--- src/rtl/quant_scheduler_if.sv ---
// quant_scheduler_if: handshake bundle between the quantizer scheduler and its block sources, quantizer and downstream
// Signals: req/gnt/q_enable/q_sel (issue side), q_out_enable/res_valid/res_comp (result side),
//          dn_ready, flush/flush_done, busy, tag_err (control and status).
// Modports: master = scheduler, slave = surrounding datapath.
interface quant_scheduler_if;
    logic [2:0] req;
    logic [2:0] gnt;
    logic       q_enable;
    logic [1:0] q_sel;
    logic       q_out_enable;
    logic       dn_ready;
    logic       res_valid;
    logic [1:0] res_comp;
    logic       flush;
    logic       flush_done;
    logic       busy;
    logic       tag_err;
    modport master (
        input  req, q_out_enable, dn_ready, flush,
        output gnt, q_enable, q_sel, res_valid, res_comp, flush_done, busy, tag_err
    );
    modport slave (
        output req, q_out_enable, dn_ready, flush,
        input  gnt, q_enable, q_sel, res_valid, res_comp, flush_done, busy, tag_err
    );
endinterface

--- src/rtl/quant_scheduler.sv ---
// quant_scheduler: round-robin issue of Y/Cb/Cr blocks to a shared 8x8 quantizer with result tagging and flush/drain
// Ports: clk, rst (synchronous, active-high); bus (quant_scheduler_if.master): req in, gnt/q_enable/q_sel out,
//        q_out_enable in, res_valid/res_comp out, dn_ready in, flush in, flush_done/busy/tag_err out.
// Option: define QSCHED_STATS_EN to add 16-bit wrapping per-component grant counters cnt_y, cnt_cb, cnt_cr.
module quant_scheduler #(
    parameter int LATENCY = 4
) (
    input  logic        clk,
    input  logic        rst,
`ifdef QSCHED_STATS_EN
    output logic [15:0] cnt_y,
    output logic [15:0] cnt_cb,
    output logic [15:0] cnt_cr,
`endif
    quant_scheduler_if.master bus
);
    localparam int CW = $clog2(LATENCY + 1);
    typedef enum logic [1:0] {IDLE, RUN, DRAIN, DONE} state_t;
    state_t             state_q, state_d;
    logic [1:0]         ptr_q, n1, n2, pick, q_sel_q;
    logic [2:0]         eff, gnt_q, gnt_d;
    logic               q_enable_q, flush_done_q, tag_err_q, issue, res_valid;
    logic [CW-1:0]      infl_q, infl_d;
    logic [LATENCY-1:0] tv_q;
    logic [1:0]         tc_q [LATENCY];
    // The component shown on gnt this cycle may still hold req; it must not win again.
    assign eff       = bus.req & ~gnt_q;
    assign n1        = ptr_q == 2'd2 ? 2'd0 : ptr_q + 2'd1;
    assign n2        = n1 == 2'd2 ? 2'd0 : n1 + 2'd1;
    assign pick      = eff[n1] ? n1 : (eff[n2] ? n2 : ptr_q);
    assign issue     = state_q == RUN && bus.dn_ready && !bus.flush && |eff;
    assign gnt_d     = issue ? 3'b001 << pick : 3'b000;
    assign res_valid = bus.q_out_enable && tv_q[LATENCY-1];
    assign infl_d    = q_enable_q && !res_valid ? infl_q + CW'(1) :
                       (!q_enable_q && res_valid ? infl_q - CW'(1) : infl_q);
    always_comb begin
        state_d = state_q;
        case (state_q)
            IDLE:    state_d = bus.flush ? DRAIN : (|bus.req ? RUN : IDLE);
            RUN:     state_d = bus.flush ? DRAIN : (bus.req == 3'b000 && infl_q == '0 ? IDLE : RUN);
            DRAIN:   state_d = infl_q == '0 ? DONE : DRAIN;
            default: state_d = IDLE;
        endcase
    end
    always_ff @(posedge clk) begin
        if (rst) begin
            state_q      <= IDLE;
            ptr_q        <= 2'd2;
            gnt_q        <= 3'b000;
            q_enable_q   <= 1'b0;
            q_sel_q      <= 2'd0;
            flush_done_q <= 1'b0;
            tag_err_q    <= 1'b0;
            infl_q       <= '0;
            tv_q         <= '0;
            for (int i = 0; i < LATENCY; i++) tc_q[i] <= 2'd0;
        end else begin
            state_q      <= state_d;
            if (issue) ptr_q <= pick;
            gnt_q        <= gnt_d;
            q_enable_q   <= issue;
            q_sel_q      <= issue ? pick : 2'd0;
            flush_done_q <= state_q == DRAIN && infl_q == '0;
            tag_err_q    <= tag_err_q | (bus.q_out_enable && !tv_q[LATENCY-1]);
            infl_q       <= infl_d;
            // Tag pipeline mirrors the quantizer latency; the tail lines up with q_out_enable.
            tv_q         <= (tv_q << 1) | LATENCY'(q_enable_q);
            tc_q[0]      <= q_sel_q;
            for (int i = 1; i < LATENCY; i++) tc_q[i] <= tc_q[i-1];
        end
    end
`ifdef QSCHED_STATS_EN
    always_ff @(posedge clk) begin
        if (rst) begin
            cnt_y  <= 16'd0;
            cnt_cb <= 16'd0;
            cnt_cr <= 16'd0;
        end else begin
            cnt_y  <= cnt_y + {15'd0, gnt_d[0]};
            cnt_cb <= cnt_cb + {15'd0, gnt_d[1]};
            cnt_cr <= cnt_cr + {15'd0, gnt_d[2]};
        end
    end
`endif
    assign bus.gnt        = gnt_q;
    assign bus.q_enable   = q_enable_q;
    assign bus.q_sel      = q_sel_q;
    assign bus.res_valid  = res_valid;
    assign bus.res_comp   = tc_q[LATENCY-1];
    assign bus.flush_done = flush_done_q;
    assign bus.busy       = infl_q != '0;
    assign bus.tag_err    = tag_err_q;
endmodule

--- src/flat_wrapper.sv ---
// flat-port wrapper written by rule: the top's interface ports become plain ports
module quant_scheduler_flat 
#(
    parameter int LATENCY = 4
)
  (clk, rst, bus_req, bus_q_out_enable, bus_dn_ready, bus_flush, bus_gnt, bus_q_enable, bus_q_sel, bus_res_valid, bus_res_comp, bus_flush_done, bus_busy, bus_tag_err);
  quant_scheduler_if bus_i ();
  input  logic clk;
  input  logic rst;
  input wire logic [$bits(bus_i.req)-1:0] bus_req;
  input wire logic [$bits(bus_i.q_out_enable)-1:0] bus_q_out_enable;
  input wire logic [$bits(bus_i.dn_ready)-1:0] bus_dn_ready;
  input wire logic [$bits(bus_i.flush)-1:0] bus_flush;
  output wire logic [$bits(bus_i.gnt)-1:0] bus_gnt;
  output wire logic [$bits(bus_i.q_enable)-1:0] bus_q_enable;
  output wire logic [$bits(bus_i.q_sel)-1:0] bus_q_sel;
  output wire logic [$bits(bus_i.res_valid)-1:0] bus_res_valid;
  output wire logic [$bits(bus_i.res_comp)-1:0] bus_res_comp;
  output wire logic [$bits(bus_i.flush_done)-1:0] bus_flush_done;
  output wire logic [$bits(bus_i.busy)-1:0] bus_busy;
  output wire logic [$bits(bus_i.tag_err)-1:0] bus_tag_err;
  assign bus_i.req = bus_req;
  assign bus_i.q_out_enable = bus_q_out_enable;
  assign bus_i.dn_ready = bus_dn_ready;
  assign bus_i.flush = bus_flush;
  assign bus_gnt = bus_i.gnt;
  assign bus_q_enable = bus_i.q_enable;
  assign bus_q_sel = bus_i.q_sel;
  assign bus_res_valid = bus_i.res_valid;
  assign bus_res_comp = bus_i.res_comp;
  assign bus_flush_done = bus_i.flush_done;
  assign bus_busy = bus_i.busy;
  assign bus_tag_err = bus_i.tag_err;
  quant_scheduler #(.LATENCY(LATENCY)) u_core (.clk(clk), .rst(rst), .bus(bus_i));
endmodule
--- config.mk ---
export PLATFORM = sky130hd
export DESIGN_NAME = quant_scheduler_flat
export DESIGN_NICKNAME = d
export VERILOG_FILES = /design/src/rtl/quant_scheduler_if.sv /design/src/rtl/quant_scheduler.sv /design/src/flat_wrapper.sv
export SDC_FILE = /design/constraint.sdc
export NUM_CORES = 1
export LEC_CHECK = 0
export CELL_PAD_IN_SITES_DETAIL_PLACEMENT = 0
export CELL_PAD_IN_SITES_GLOBAL_PLACEMENT = 1
export CORE_MARGIN = 2
export CORE_UTILIZATION = 37
export DETAILED_ROUTE_END_ITERATION = 7
export PLACE_DENSITY_LB_ADDON = 0.15
export RECOVER_POWER = 100
export SKIP_LAST_GASP = 1
export SLEW_MARGIN = 20
export SYNTH_ARGS = -nofsm -noshare
export SYNTH_HDL_FRONTEND = slang
export SYNTH_SLANG_ARGS = --single-unit
--- constraint.sdc ---
create_clock -name clk -period 2.2 [get_ports clk]
set_input_delay 0.44 -clock clk [delete_from_list [all_inputs] [get_ports clk]]
set_output_delay 0.44 -clock clk [all_outputs]
set_load 0.02 [all_outputs]
==> reports/results.ini <==
[cells_and_area]
fillCellCount=256
final_area_um2=1200
diodes=0
layout-drive-gt1-share_pct=3.51
multi_input_area_um2=380
seq_area_um2=541
area_delta_synth_final_pct=24.7
final_cells=144
fin_nets=125

[min_path]
hold_path.class=reg2reg
whs_path_depth=1

[timing]
drv_slew=0
setup_viol=0
worst_pin_slew_ns=0.581
skew_ns=0.00186
hold-worst-slack_ns=0.451
period_minus_slack_ns=2.08
hold_violations=0
slew_headroom_pct=61.3
rsz0062_at_grt=no
fin_crit_sh_pct=94.6
max_freq_mhz=480

[global_route]
grt_pass1_wl_um=2870
grt_overflow=0
first_global_vias=678
grt_max_degree=16
antenna_found_initial=0
grtUsageTotal_pct=13.5

[worst_setup_path]
path_depth=2
slowest_stage=clkdlybuf4s50_1
crit_chain=or3_1, clkdlybuf4s50_1
crit_fanout=3
crit_path_max_incr_delay_ns=0.56
critical_path_class=reg2out
cp.arrival_ns=1.64
worst_setup_path_start_kind=register
path_buf_inv=1
critical-path-top-delay-family=buffers and inverters
end_kind=output pin
cp.required_ns=1.76
reg2reg_depth=7

[yosys]
yosys.area.top_type_share_pct=56.1
yosysWarnings=0
synth_cells=90
synthesis.nets=100
syn_avg_cell_area_um2=10.7
ys_seq_area_share_pct=56.1
ys_types=28
synth_area_um2=963
synth_seq_cells=27
ys_top_cells_by_area=dfxtp_1, nor2b_1, a21oi_1
synth_top_area_cell=dfxtp_1

[placed_design]
placed_area_um2=1210
place.gp.congestion=0.810
portBuffers=19
dpl.cell_count=140
dp.final_hpwl_um=1210

[drt]
drt_pass1_iterations=4
routedWlPerCell_um=11.0
dr_total_vias=684
drt_iter0_markers=2
antenna_left=0
drc=0
drt-total-wl_um=1590
via_per_inst=4.75

[pwr]
p_per_area_nw_per_um2=646
power_uw=776
leakagePower_nw=0.504
ir_drop_mv=0.592

[die]
std_cell_rows=18
floorplan.initialDensity_pct=38.9
dieArea_um2=3030
design.core.area_um2=2480
num_io_pins=20
die_x_um=55.0
die_h_um=55.0

[clock_network]
cts_resized=0
cts_sinks=27
clk_path_buf_depth=2
cts_root_buf=clkbuf_4
h-tree-depth=1
clk_latency_ns=0.31
cts_made_buffers=3
cts_tree=done
postCtsSetupBuffers=0
clkSlewWorstSetupHoldPaths_ns=0.13
ctsHoldBuffers=0

[run]
maxCapViolCount=0

[run_status]
outcome=completed

## cells in the mapped netlist
library cell	number
xor2_1	2
ha_1	1
a21o_1	1
a2111oi_4	1
a31o_2	1
inv_1	3
nor3b_1	2
and3_1	2
or3b_1	1
or3_1	1
fa_1	1
dfxtp_1	27
a21oi_1	7
nor2b_1	12
a32oi_1	1
clkbuf_1	2
nor3_1	3
nor4_1	2
or2b_1	1
mux2i_1	1
nor2_1	4
or3_4	1
nand3b_1	1
o21ai_0	2
nand2_1	3
or2_1	2
nand4bb_1	1
nand2b_1	4
## metal layers
metal	up-vias	global-route usage, %	wire (um)
met1	313	16.2	793
met2	16	22.6	700
li1	353	-	-
met5	-	0	0
met3	2	5.65	81
met4	0	2.44	15
## cell usage in the layout (no fill, tap or decap), drive strengths merged, types with 4 or more instances in the layout
cell and instances:
dfxtp 27, nor2b 12, a21oi 7, nand2b 4
dlygate4sd3 12, nor2 4, clkbuf 6, clkdlybuf4s50 7
## path summary, 6_finish.rpt
kind / start / to / slack, ns
worst max-delay path: u_core.infl_q[0] / bus_busy / 0.12
worst min-delay path: u_core.tc_q[0][1] / u_core.tc_q[1][1] / 0.45
worst max register to register: u_core.tv_q[3] / u_core.infl_q[2] / 0.42
worst min register to register: u_core.tc_q[0][1] / u_core.tc_q[1][1] / 0.45
## cells by family (layout without fill, tap and decap cells)
logic type	Yosys count	count (layout)	synth area share, %
compound gates	13	13	10.1
xor+xnor	2	2	1.82
flops	27	27	56.1
mux	1	1	1.04
buf+inv	5	29	1.95
fa+ha+maj	2	2	3.38
simple gates	40	40	25.6
## per-stage QoR
step                setup slack, ns  setup TNS [ns]  utilization [%]
floorplan                     0.408               0                -
global placement            -0.0348         -0.0348             48.7
detailed placement           -0.145          -0.145             48.7
CTS                           0.103               0             49.7
global route                 0.0669               0             48.5
finish                        0.118               0             48.5
## layout make-up
cell class | count | share of cell area [%]
clock buffer | 4 | 2.19
inverter | 3 | 0.938
multi-input combinational | 58 | 31.7
sequential | 27 | 45.0
tap | 30 | 3.13
timing repair buffer | 22 | 17.1
## state kept, by name (all words and copies together) (netlist names), 2 cells and up
register          cells
u_core.bus.q_sel      2
u_core.ptr_q          2
u_core.bus.gnt        3
u_core.state_q        2
u_core.tv_q           4
u_core.tc_q           8
u_core.infl_q         3
## report_power, final
group | switching [mW] | internal, mW
combinational | 0.0340 | 0.0332
clock | 0.133 | 0.0709
sequential | 0.00646 | 0.499
total | 0.174 | 0.603
## worst reg2reg max path, stage by stage, from the launching register on
cell and delay, ns:
dfxtp_1 0.33, nand2_1 0.08, ha_1 0.18, inv_1 0.06, fa_1 0.43, xor2_1 0.16
or3_1 0.32, a21oi_1 0.16
No activity file was read; power rests on OpenSTA's default activity.
==> RTL edit (same flow settings) <==
`LATENCY` is set to 4 in 2 places; all go to 16.
--- a/src/rtl/quant_scheduler.sv
+++ b/src/rtl/quant_scheduler.sv
@@ -3,7 +3,7 @@
 //        q_out_enable in, res_valid/res_comp out, dn_ready in, flush in, flush_done/busy/tag_err out.
 // Option: define QSCHED_STATS_EN to add 16-bit wrapping per-component grant counters cnt_y, cnt_cb, cnt_cr.
 module quant_scheduler #(
-    parameter int LATENCY = 4
+    parameter int LATENCY = 16
 ) (
     input  logic        clk,
     input  logic        rst,
--- a/src/flat_wrapper.sv
+++ b/src/flat_wrapper.sv
@@ -1,7 +1,7 @@
 // flat-port wrapper written by rule: the top's interface ports become plain ports
 module quant_scheduler_flat 
 #(
-    parameter int LATENCY = 4
+    parameter int LATENCY = 16
 )
   (clk, rst, bus_req, bus_q_out_enable, bus_dn_ready, bus_flush, bus_gnt, bus_q_enable, bus_q_sel, bus_res_valid, bus_res_comp, bus_flush_done, bus_busy, bus_tag_err);
   quant_scheduler_if bus_i ();
Function: changed (a bounded check fails within 10 cycles, from zero or initial values and one cycle with rst high).
==> RTL edit against the original RTL <==
- area after synthesis increased by 120%
- critical path depth increased by 1
- power increased to 3.1 times the old value
- critical path type unchanged
- via count increased by 96%
- design area increased by 120%
- worst setup slack got worse by 0.019 ns
- die area increased by 110%
- non-clock buffer count increased by 4
- sequential cell count increased by 38
- combinational power increased by 45%
- wire length increased by 110%
- sequential share of layout area increased by 4.3 points
- cell count increased by 110%
==> RTL edit: results (changes against the original RTL) <==
route:
  drtIter0Drc: 66  # +64
  wirelength_mm: 3.302  # +110%
  dr_total_vias: 1341  # +96%
placement:
  dpl-instance-area_sq_mm: 0.002406  # +99%
  dpl_worst_slack_ns: -0.3919  # -0.2470 ns
  post-dp-hpwl_mm: 2.174  # +79%
  place.detailed.instances: 284  # +100%
  routabilityCongestion: 0.7243  # -11%
cells_and_area:
  largestRegisters: "u_core.tc_q x32, u_core.tv_q x16, u_core.infl_q x5"
  final_cells: 300  # +110%
  n_antenna_cell: 0  # unchanged
  fillerInstances: 540  # +110%
  post_route_cells_drive_above_1_share_pct: 13.60  # +10 points
synth:
  synth_sequential_area_ratio_pct: 61.07  # +5.0 points
  ys_top_cells_by_area: "dfxtp_1, nor2b_1, ha_1"
  postSynthNetCount: 210  # +110%
  post_synth_inst_count: 196  # +120%
  synth_top_cells_by_count: "dfxtp_1, nor2b_1, nor2_1"
worst_setup_path:
  crit_path_max_fanout: 4  # +1
  worst_r2r_start: "u_core.bus.q_enable"
  reg2regPathDepth: 8  # +1
  timing.critical_path.from: "u_core.infl_q[2]"
  crit_arrival_ns: 1.66  # +0.02 ns
  reg2reg_to: "u_core.infl_q[4]"
power_and_ir_drop:
  power.leakage_nw: 1.088  # +120%
  ir_worst_vdd_uv: 483.0  # -18%
sta:
  fin_skew_ns: 0.005476  # +0.003619 ns
  fmax_mhz: 476.0  # -0.90%
grt:
  first_global_vias: 1367  # +100%
  grt_usage_pct: 12.12  # -1.3 points
  grt_pass1_wl_mm: 5.720  # +99%
clock_network:
  cts.clk_slew.worst_paths_ns: 0.07  # -0.06 ns
  htreeDepth: 3  # +2
  cts_inserted_buffers: 9  # +6
hold_path:
  hold-path-cell-count: 3  # +2
  hold_class: "in2reg"
run_status:
  run_status: "complete, no violations"
RTL edit: cell families (layout without fill, tap and decap cells):
family / after synthesis / after routing / share of synthesized area (%)
simple gates: 83 / 83 / 23.02
flops: 65 / 65 / 61.07
compound gates: 20 / 20 / 6.401
buf+inv: 18 / 50 / 3.876
fa+ha+maj: 6 / 6 / 3.876
xor+xnor: 3 / 3 / 1.233
mux: 1 / 1 / 0.5284
RTL edit: power by group:
group	leakage [nW]	internal, mW	switching, mW	total [mW]
logic	0.447	0.0432	0.0541	0.0973
clock network	0.116	0.672	0.434	1.11
registers	0.525	1.19	0.00773	1.19
RTL edit: worst min path at each step:
stage	from	to	slack, ns
after detailed placement	u_core.tv_q[12]	u_core.tv_q[13]	0.42
after floorplan	u_core.tc_q[0][8]	u_core.tc_q[0][10]	0.41
after global routing	bus_q_out_enable	u_core.bus.tag_err	0.40
after CTS	u_core.tc_q[1][9]	u_core.tc_q[1][11]	0.44
after global placement	u_core.tv_q[14]	u_core.tv_q[15]	0.42
final	bus_q_out_enable	u_core.bus.tag_err	0.41
RTL edit: routing by layer:
layer	vias to the layer above	wire length (microns)	track usage, %
met5	-	0	0
li1	683	-	-
met4	0	51	8.814
met1	623	1524	13.50
met2	29	1580	18.58
met3	6	145	4.864
RTL edit: critical path: stages (launching register included):
cell      delay [ns]
dfxtp_1         0.35
or4_4           0.54
or2_2           0.29
clkbuf_2        0.16
RTL edit: cell type report:
type,instances,area [sq um],area share (%)
Clock inverter,6,91.34,3.460
Inverter,8,30.03,1.137
Multi-Input combinational cell,113,765.7,29.00
Timing Repair Buffer,26,224.0,8.483
Tap cell,72,90.09,3.412
Sequential cell,65,1301,49.29
Clock buffer,10,137.6,5.213
RTL edit: what timing repair did:
item / CTS / global route
resized for setup: 6 / 7
hold endpoints to repair: 0 / 0
endpoints found under the setup margin: 2 / 1
pin swaps: 0 / 2
